--- config.mk ---
export PLATFORM = sky130hd
export DESIGN_NAME = keypad_scan_flat
export DESIGN_NICKNAME = d
export VERILOG_FILES = /design/src/rtl/keypad_scan_if.sv /design/src/rtl/keypad_scan.sv /design/src/flat_wrapper.sv
export SDC_FILE = /design/constraint.sdc
export NUM_CORES = 1
export LEC_CHECK = 0
export CORE_MARGIN = 4
export CORE_UTILIZATION = 35
export DETAILED_ROUTE_END_ITERATION = 7
export PLACE_DENSITY_LB_ADDON = 0.12
export SYNTH_ARGS = -nofsm -noshare
export SYNTH_HDL_FRONTEND = slang
export SYNTH_SLANG_ARGS = --single-unit
--- constraint.sdc ---
create_clock -name ck -period 2.4 [get_ports ck]
set_input_delay 0.72 -clock ck [delete_from_list [all_inputs] [get_ports ck]]
set_output_delay 0.72 -clock ck [all_outputs]
set_load 0.005 [all_outputs]
--- src/rtl/keypad_scan_if.sv ---
// Keypad matrix and decoded-key signals; master is the scanner, slave is the matrix/lock side.
interface keypad_scan_if;
  logic [3:0] row;
  logic [2:0] col;
  logic [9:0] tenkey;
  logic       close;
  logic       clr;

  modport master (output row, output tenkey, output close, output clr, input col);
  modport slave  (input row, input tenkey, input close, input clr, output col);
endinterface

--- src/rtl/keypad_scan.sv ---
// 4x3 keypad scanner: row-at-a-time drive, frame-level debounce, one-hot digit and '#'/'*' pulses.
// Outputs update one cycle after the frame end on which the debounce count is reached.
module keypad_scan #(
  parameter int unsigned SCAN_DIV = 4,
  parameter int unsigned DEB_CNT  = 3
) (
  input  logic          ck,
  input  logic          reset,
  keypad_scan_if.master kp
);

  localparam int unsigned DW  = 8;
  localparam logic [DW-1:0] DWELL_LAST = DW'(SCAN_DIV - 1);
  localparam logic [3:0]    DEB        = 4'(DEB_CNT);

  logic [DW-1:0] div_q, div_d;
  logic [1:0]    ridx_q, ridx_d;
  logic [11:0]   raw_q, raw_d;
  logic [11:0]   prev_q, prev_d;
  logic [11:0]   acc_q, acc_d;
  logic [3:0]    stab_q, stab_d;
  logic [9:0]    tenkey_q, tenkey_d;
  logic          close_q, close_d;
  logic          clr_q, clr_d;

  logic          dwell_end;
  logic          frame_end;
  logic [11:0]   frame_raw;
  logic [11:0]   cand;
  logic          one_key;

  always_comb begin
    dwell_end = (div_q == DWELL_LAST);
    frame_end = dwell_end && (ridx_q == 2'd3);
    div_d     = dwell_end ? '0 : div_q + 8'd1;
    ridx_d    = dwell_end ? ridx_q + 2'd1 : ridx_q;

    raw_d = raw_q;
    if (dwell_end) begin
      case (ridx_q)
        2'd0:    raw_d[2:0]  = ~kp.col;
        2'd1:    raw_d[5:3]  = ~kp.col;
        2'd2:    raw_d[8:6]  = ~kp.col;
        default: raw_d[11:9] = ~kp.col;
      endcase
    end
    // Row 3 is sampled on the frame-end cycle itself, so splice it in directly.
    frame_raw = {~kp.col, raw_q[8:0]};

    stab_d = stab_q;
    prev_d = prev_q;
    if (frame_end) begin
      if (frame_raw == prev_q) begin
        if (stab_q < DEB) stab_d = stab_q + 4'd1;
      end else begin
        stab_d = 4'd1;
        prev_d = frame_raw;
      end
    end

    one_key  = (frame_raw != '0) && ((frame_raw & (frame_raw - 12'd1)) == '0);
    cand     = '0;
    acc_d    = acc_q;
    tenkey_d = tenkey_q;
    close_d  = 1'b0;
    clr_d    = 1'b0;
    if (frame_end && (stab_d == DEB)) begin
      // Multi-press collapses to "no key" rather than keeping the old key.
      cand     = one_key ? frame_raw : '0;
      acc_d    = cand;
      tenkey_d = {cand[8:0], cand[10]};
      close_d  = cand[11] & ~acc_q[11];
      clr_d    = cand[9]  & ~acc_q[9];
    end
  end

  always_ff @(posedge ck or negedge reset) begin
    if (!reset) begin
      div_q    <= '0;
      ridx_q   <= '0;
      raw_q    <= '0;
      prev_q   <= '0;
      acc_q    <= '0;
      stab_q   <= '0;
      tenkey_q <= '0;
      close_q  <= 1'b0;
      clr_q    <= 1'b0;
    end else begin
      div_q    <= div_d;
      ridx_q   <= ridx_d;
      raw_q    <= raw_d;
      prev_q   <= prev_d;
      acc_q    <= acc_d;
      stab_q   <= stab_d;
      tenkey_q <= tenkey_d;
      close_q  <= close_d;
      clr_q    <= clr_d;
    end
  end

  assign kp.row    = ~(4'b0001 << ridx_q);
  assign kp.tenkey = tenkey_q;
  assign kp.close  = close_q;
  assign kp.clr    = clr_q;

endmodule

--- src/flat_wrapper.sv ---
// flat-port wrapper written by rule: the top's interface ports become plain ports
module keypad_scan_flat 
#(
  parameter int unsigned SCAN_DIV = 4,
  parameter int unsigned DEB_CNT  = 3
)
  (ck, reset, kp_row, kp_tenkey, kp_close, kp_clr, kp_col);
  keypad_scan_if kp_i ();
  input  logic ck;
  input  logic reset;
  output wire logic [$bits(kp_i.row)-1:0] kp_row;
  output wire logic [$bits(kp_i.tenkey)-1:0] kp_tenkey;
  output wire logic [$bits(kp_i.close)-1:0] kp_close;
  output wire logic [$bits(kp_i.clr)-1:0] kp_clr;
  input wire logic [$bits(kp_i.col)-1:0] kp_col;
  assign kp_row = kp_i.row;
  assign kp_tenkey = kp_i.tenkey;
  assign kp_close = kp_i.close;
  assign kp_clr = kp_i.clr;
  assign kp_i.col = kp_col;
  keypad_scan #(.SCAN_DIV(SCAN_DIV), .DEB_CNT(DEB_CNT)) u_core (.ck(ck), .reset(reset), .kp(kp_i));
endmodule
# Yosys cells after proc, flatten, opt, wreduce, memory -nomap -nowiden

Cells that the tools add are included.

Logic and storage cells: 48
Register bits after elaboration: 59

Shift-type cells: 1
Reductions and logical operators: 10
$add $sub $neg: 4
Bitwise operators: 8
Order comparisons: 1
Equality and inequality tests: 6
Mux-type cells: 7

Operators with widths:

| cell                                                 | number |
|---|---|
| AND 12 bit                                           | 1 |
| equality test 12 bit                                 | 1 |
| zero test 12 bit                                     | 1 |
| two-way mux 12 bit                                   | 1 |
| two-way mux 4 bit                                    | 3 |
| nonzero test 12 bit                                  | 1 |
| subtractor 12 x 1 -> 12 bit (second input constant)  | 1 |
| adder 8 x 1 -> 8 bit (second input constant)         | 1 |
| equality test 8 x 2 -> 1 bit (second input constant) | 1 |
| two-way mux 8 bit                                    | 1 |
| AND reduction 2 bit                                  | 4 |
| adder 4 x 1 -> 4 bit (second input constant)         | 1 |
| equality test 2 bit (second input constant)          | 2 |
| equality test 4 x 2 -> 1 bit (second input constant) | 1 |
| < comparator 4 x 2 -> 1 bit (second input constant)  | 1 |
| NOT 4 bit                                            | 1 |
| << shifter 1 x 2 -> 4 bit (first input constant)     | 1 |
| logical AND 1 bit                                    | 3 |
| NOT 1 bit                                            | 3 |
| NOT 3 bit                                            | 1 |
| adder 2 x 1 -> 2 bit (second input constant)         | 1 |
| AND 1 bit                                            | 2 |
| equality test 2 x 1 -> 1 bit (second input constant) | 1 |
| zero test 2 bit                                      | 1 |
| two-way mux 1 bit                                    | 2 |

# Longest topological paths before layout

Word-level depth: 8
Gate-level depth with buffers: 7
Mapped depth without buffers: 6

# Least setup slack after synthesis

Ideal clock, no wire load.

Path kind: in2reg
From: in kp_col[2]
To: reg u_core.tenkey_q[8] (netlist: u_core.kp.tenkey[8])
Buffers on the path: 1
Required time: 2280 ps
Slack: 355 ps
Cell stages on the path: 6
Data arrival time: 1925 ps
Path through: xnor2_1 -> nor4_1 -> and4_1 -> buf_4 -> and2b_1 -> a31o_1

Cells in the longest elaborated chain, start to end: 6

RTL lines:

| element                                                                    | RTL line                             | text |
|---|---|---|
| start: declaration                                                         | flat_wrapper.sv:15                   | `input wire logic [$bits(kp_i.col)-1:0] kp_col;` |
| NOT 3 bit *                                                                | keypad_scan.sv:48                    | `frame_raw = {~kp.col, raw_q[8:0]};` |
| subtractor 12 x 1 -> 12 bit / equality test 12 bit (equally long branches) | keypad_scan.sv:61, keypad_scan.sv:53 |  |
| AND 12 bit / two-way mux 4 bit (equally long branches)                     | keypad_scan.sv:61, keypad_scan.sv:53 |  |
| zero test 12 bit / two-way mux 4 bit (equally long branches)               | keypad_scan.sv:61, keypad_scan.sv:52 |  |
| logical AND 1 bit / equality test 4 x 2 -> 1 bit (equally long branches)   | keypad_scan.sv:61, keypad_scan.sv:67 |  |
| two-way mux 12 bit / logical AND 1 bit (equally long branches)             | keypad_scan.sv:69, keypad_scan.sv:67 |  |
| end signal: assignment                                                     | keypad_scan.sv:95                    | `tenkey_q <= tenkey_d;` |
| end: declaration                                                           | keypad_scan.sv:22                    | `logic [9:0] tenkey_q, tenkey_d;` |

Every way passes the cells marked *; elsewhere a longest branch is shown, timed or not.
A chain may end at the register's enable or synchronous reset.

# Worst setup path in the final report

From: reg u_core.ridx_q[0]
To: out kp_row[2]

Cells in the longest elaborated chain, start to end: 2

RTL lines:

| element                   | RTL line           | text |
|---|---|---|
| start: declaration        | keypad_scan.sv:17  | `logic [1:0] ridx_q, ridx_d;` |
| start signal: assignment  | keypad_scan.sv:90  | `ridx_q <= ridx_d;` |
| << shifter 1 x 2 -> 4 bit | keypad_scan.sv:101 | `assign kp.row = ~(4'b0001 << ridx_q);` |
| NOT 4 bit                 | keypad_scan.sv:101 |  |
| end: declaration          | flat_wrapper.sv:11 | `output wire logic [$bits(kp_i.row)-1:0] kp_row;` |

No other way between the ends.

==> impl_results.md <==
* Status: finished, final reports clean
* WL final at 4.597 mm
* Seq/Total Area, Yosys at 0.4942
* Nets at 256
* Synth Register Bits at 49
* Clock share of power at 0.346
* Relative slew slack at 0.5850
* Max-cap violations at 0
* Syn_nets at 229
* Count leader, synth: dfrtp_1
* Root Driver: clkbuf_8
* Per-cell routed wire length at 13.44 um
* Psw at 0.3689 mW
* Vias in the first global route at 1600
* Top_reg_cell synth: dfrtp_1
* Leading area contributor after synthesis: dfrtp_1
* Crit path max fanout at 3
* Clk sinks at 49
* Starting Density at 0.3632
* Post-route DRC at 0
* CORE AREA at 6832 sq um
* Sequential power share at 0.594
* Post-DR vias/cell at 4.632
* RSZ-0062 raised after global routing: no
* Hold_buf cts at 0
* Worst hold margin at 0.4366 ns
* Power per cell area at 500.0 nW/um^2
* Synth cell types at 48
* Net Sw Frac at 0.2531
* Die ar. at 8500 sq um
* Final GP Congestion at 0.7155
* CTS clk-pin slew, worst paths at 0.09 ns
* Share of cells above drive strength 1 at 0.1585
* Combinational power share at 0.060
* Mapped Area at 2481 sq um
* Total Routing Usage GR at 0.1163
* Port Buf Inserts at 20
* Crit path kind: register to output pin
* Path depth of the worst reg2reg path at 7
* I/O pins at 21
* Post-synth EDFFs at 0
* Antenna Nets Post-Route at 0
* CTS tree: built
* Power Total at 1.458 mW
* Class of the worst hold path: register to register
* Ys async rst share at 1.000
* WP data required at 1.68 ns
* List of most frequent post-synthesis cells: 49 x dfrtp_1, 15 x nand2_1, 12 x inv_1, 12 x o21ai_1, 11 x buf_4
* Die H at 92.20 um
* Drt first pass iters at 4
* FF-to-FF End: u_core.kp.tenkey[1]$_DFFE_PN0P_
* Vias at 1584
* Total CTS buffers at 5
* First-pass GRT wire length at 7.914 mm
* Maximum vdd ir drop at 222.6 uV
* Worst Setup SP: u_core.ridx_q[0]$_DFFE_PN0N_
* Inserted Diodes at 0
* Maximum clock rate at 440.9 MHz
* CP endpoint: kp_row[2]
* Post-CTS sizing at 0
* Die X at 92.20 um
* CP startpoint kind: register
* Synth top area share at 0.4942
* Post-CTS Setup Bufs at 0
* Final Hold Viols at 0
* Layout area overhead at 17.50%
* DR iter-0 viols at 90
* CTS Buffer Depth at 2
* Skew final at 0.006830 ns
* Placed Area at 2819 sq um
* Synth top area cells: dfrtp_1 49%, xnor2_1 3.5%, buf_4 3.3%
* Num rows at 30
* Post-route core utilization at 0.4267
* Internal Power at 1.089 mW
* Synth warn at 0
* Synth Area per Inst at 11.38 sq um
* Final Cycle Share at 0.9451
* Reg2Reg Launch Point: u_core.div_q[0]$_DFF_PN0_
* R2R Setup Slk at 0.31 ns
* Post-Syn Instances at 218
* Largest net degree at the start of global routing at 50
* Tmin final at 2.268 ns
* # H-tree levels at 2
* Pleak at 1.281 nW
* FILL cells at 685
* Post-DP HPWL at 3.312 mm
* Final setup vio count at 0
* Grt ovf at 0
* Worst-skew pair later-pin latency at 0.30 ns
* Crit. End Element: output pin
* Slew @ Worst Pin at 0.6225 ns
* Initial antenna violation count at 0
* Fin. max-slew vios at 0
* Design area at 2915 sq um
* Data arrival, critical path at 1.55 ns
==> layout make-up <==
cell class | count | area (sq um) | share of cell area
clock buffer | 5 | 68.82 | 0.02361
clock inverter | 3 | 21.27 | 0.007296
inverter | 12 | 45.04 | 0.01545
multi-input combinational | 141 | 1106 | 0.3794
sequential | 49 | 1226 | 0.4206
tap | 96 | 120.1 | 0.04120
timing repair buffer | 36 | 327.8 | 0.1124
==> per-layer routing <==
| metal | global-route usage | vias to the layer above | wire, um |
|---|---|---|---|
| met5 | 0 | - | 0 |
| met3 | 0.02297 | 5 | 147 |
| met4 | 0.03342 | 0 | 57 |
| met2 | 0.1886 | 23 | 2127 |
| li1 | - | 804 | - |
| met1 | 0.1576 | 752 | 2265 |
==> worst max-delay path, cell delays in order, from the launching register on <==
cell and delay (ns):
dfrtp_1 0.39, inv_1 0.09, ha_1 0.22, inv_1 0.06
clkdlybuf4s50_1 0.49
==> per-stage QoR <==
step	instances	worst slack, ns	TNS [ns]
after floorplan	218	0.3554	0
after global placement	334	-0.2201	-3.832
after detailed placement	334	-0.2142	-3.945
after CTS	342	0.1077	0
after global routing	342	0.02451	0
final	342	0.1317	0
==> worst min-delay path by stage <==
stage | from | endpoint | slack (ns) | depth (start not counted)
2_1_floorplan | u_core.acc_q[9]$_DFFE_PN0P_ | u_core.kp.clr$_DFF_PN0_ | 0.41 | 1
3_3_place_gp | u_core.acc_q[9]$_DFFE_PN0P_ | u_core.kp.clr$_DFF_PN0_ | 0.42 | 1
3_5_place_dp | u_core.acc_q[9]$_DFFE_PN0P_ | u_core.kp.clr$_DFF_PN0_ | 0.43 | 1
4_1_cts | u_core.acc_q[9]$_DFFE_PN0P_ | u_core.kp.clr$_DFF_PN0_ | 0.44 | 1
5_1_grt | u_core.acc_q[11]$_DFFE_PN0P_ | u_core.kp.close$_DFF_PN0_ | 0.46 | 1
6_report | u_core.acc_q[11]$_DFFE_PN0P_ | u_core.kp.close$_DFF_PN0_ | 0.44 | 1
==> sequential cells by signal, indices dropped and copies added, names as in the netlist <==
register,cells
u_core.raw_q,9
u_core.kp.close,1
u_core.stab_q,4
u_core.acc_q,3
u_core.kp.clr,1
u_core.kp.tenkey,9
u_core.prev_q,12
u_core.ridx_q,2
u_core.div_q,8
==> power groups by stage <==
stage	registers, mW	logic, mW	clock network [mW]
3_5_place_dp	0.883	0.0892	0
4_1_cts	0.866	0.0894	0.524
5_1_grt	0.870	0.102	0.553
6_report	0.866	0.0878	0.504
3_3_place_gp	0.882	0.0893	0
2_1_floorplan	0.874	0.0505	0
==> cell families (layout without fill, tap and decap cells) <==
family	after synthesis	count (layout)	share of synthesized area
flip-flops	49	49	0.4942
AO/OA/AOI/OAI	31	31	0.08977
buffers and inverters	28	56	0.06253
multiplexers	16	16	0.07110
adder cells (fa/ha/maj)	7	7	0.03429
AND/OR/NAND/NOR	68	68	0.1810
XOR/XNOR	19	19	0.06707
==> placed cells by master (no fill, tap or decap), types with 2 or more instances in the layout <==
cell type,instances
a31o_1,8
inv_1,12
nand4_1,2
buf_4,15
nor4b_2,2
xor2_1,9
nand3_1,9
mux2_2,2
clkbuf_8,5
nor4bb_1,2
and2b_1,3
o21ai_1,12
nor3b_1,3
ha_1,6
nor2_1,4
nor4_2,2
nand2_1,15
o21ai_0,3
nor2b_1,8
dfrtp_1,49
and3_1,3
xnor2_1,10
mux2_1,7
clkdlybuf4s50_1,19
nor3_1,4
mux2i_1,6
Power figures use the tool's default switching activity.
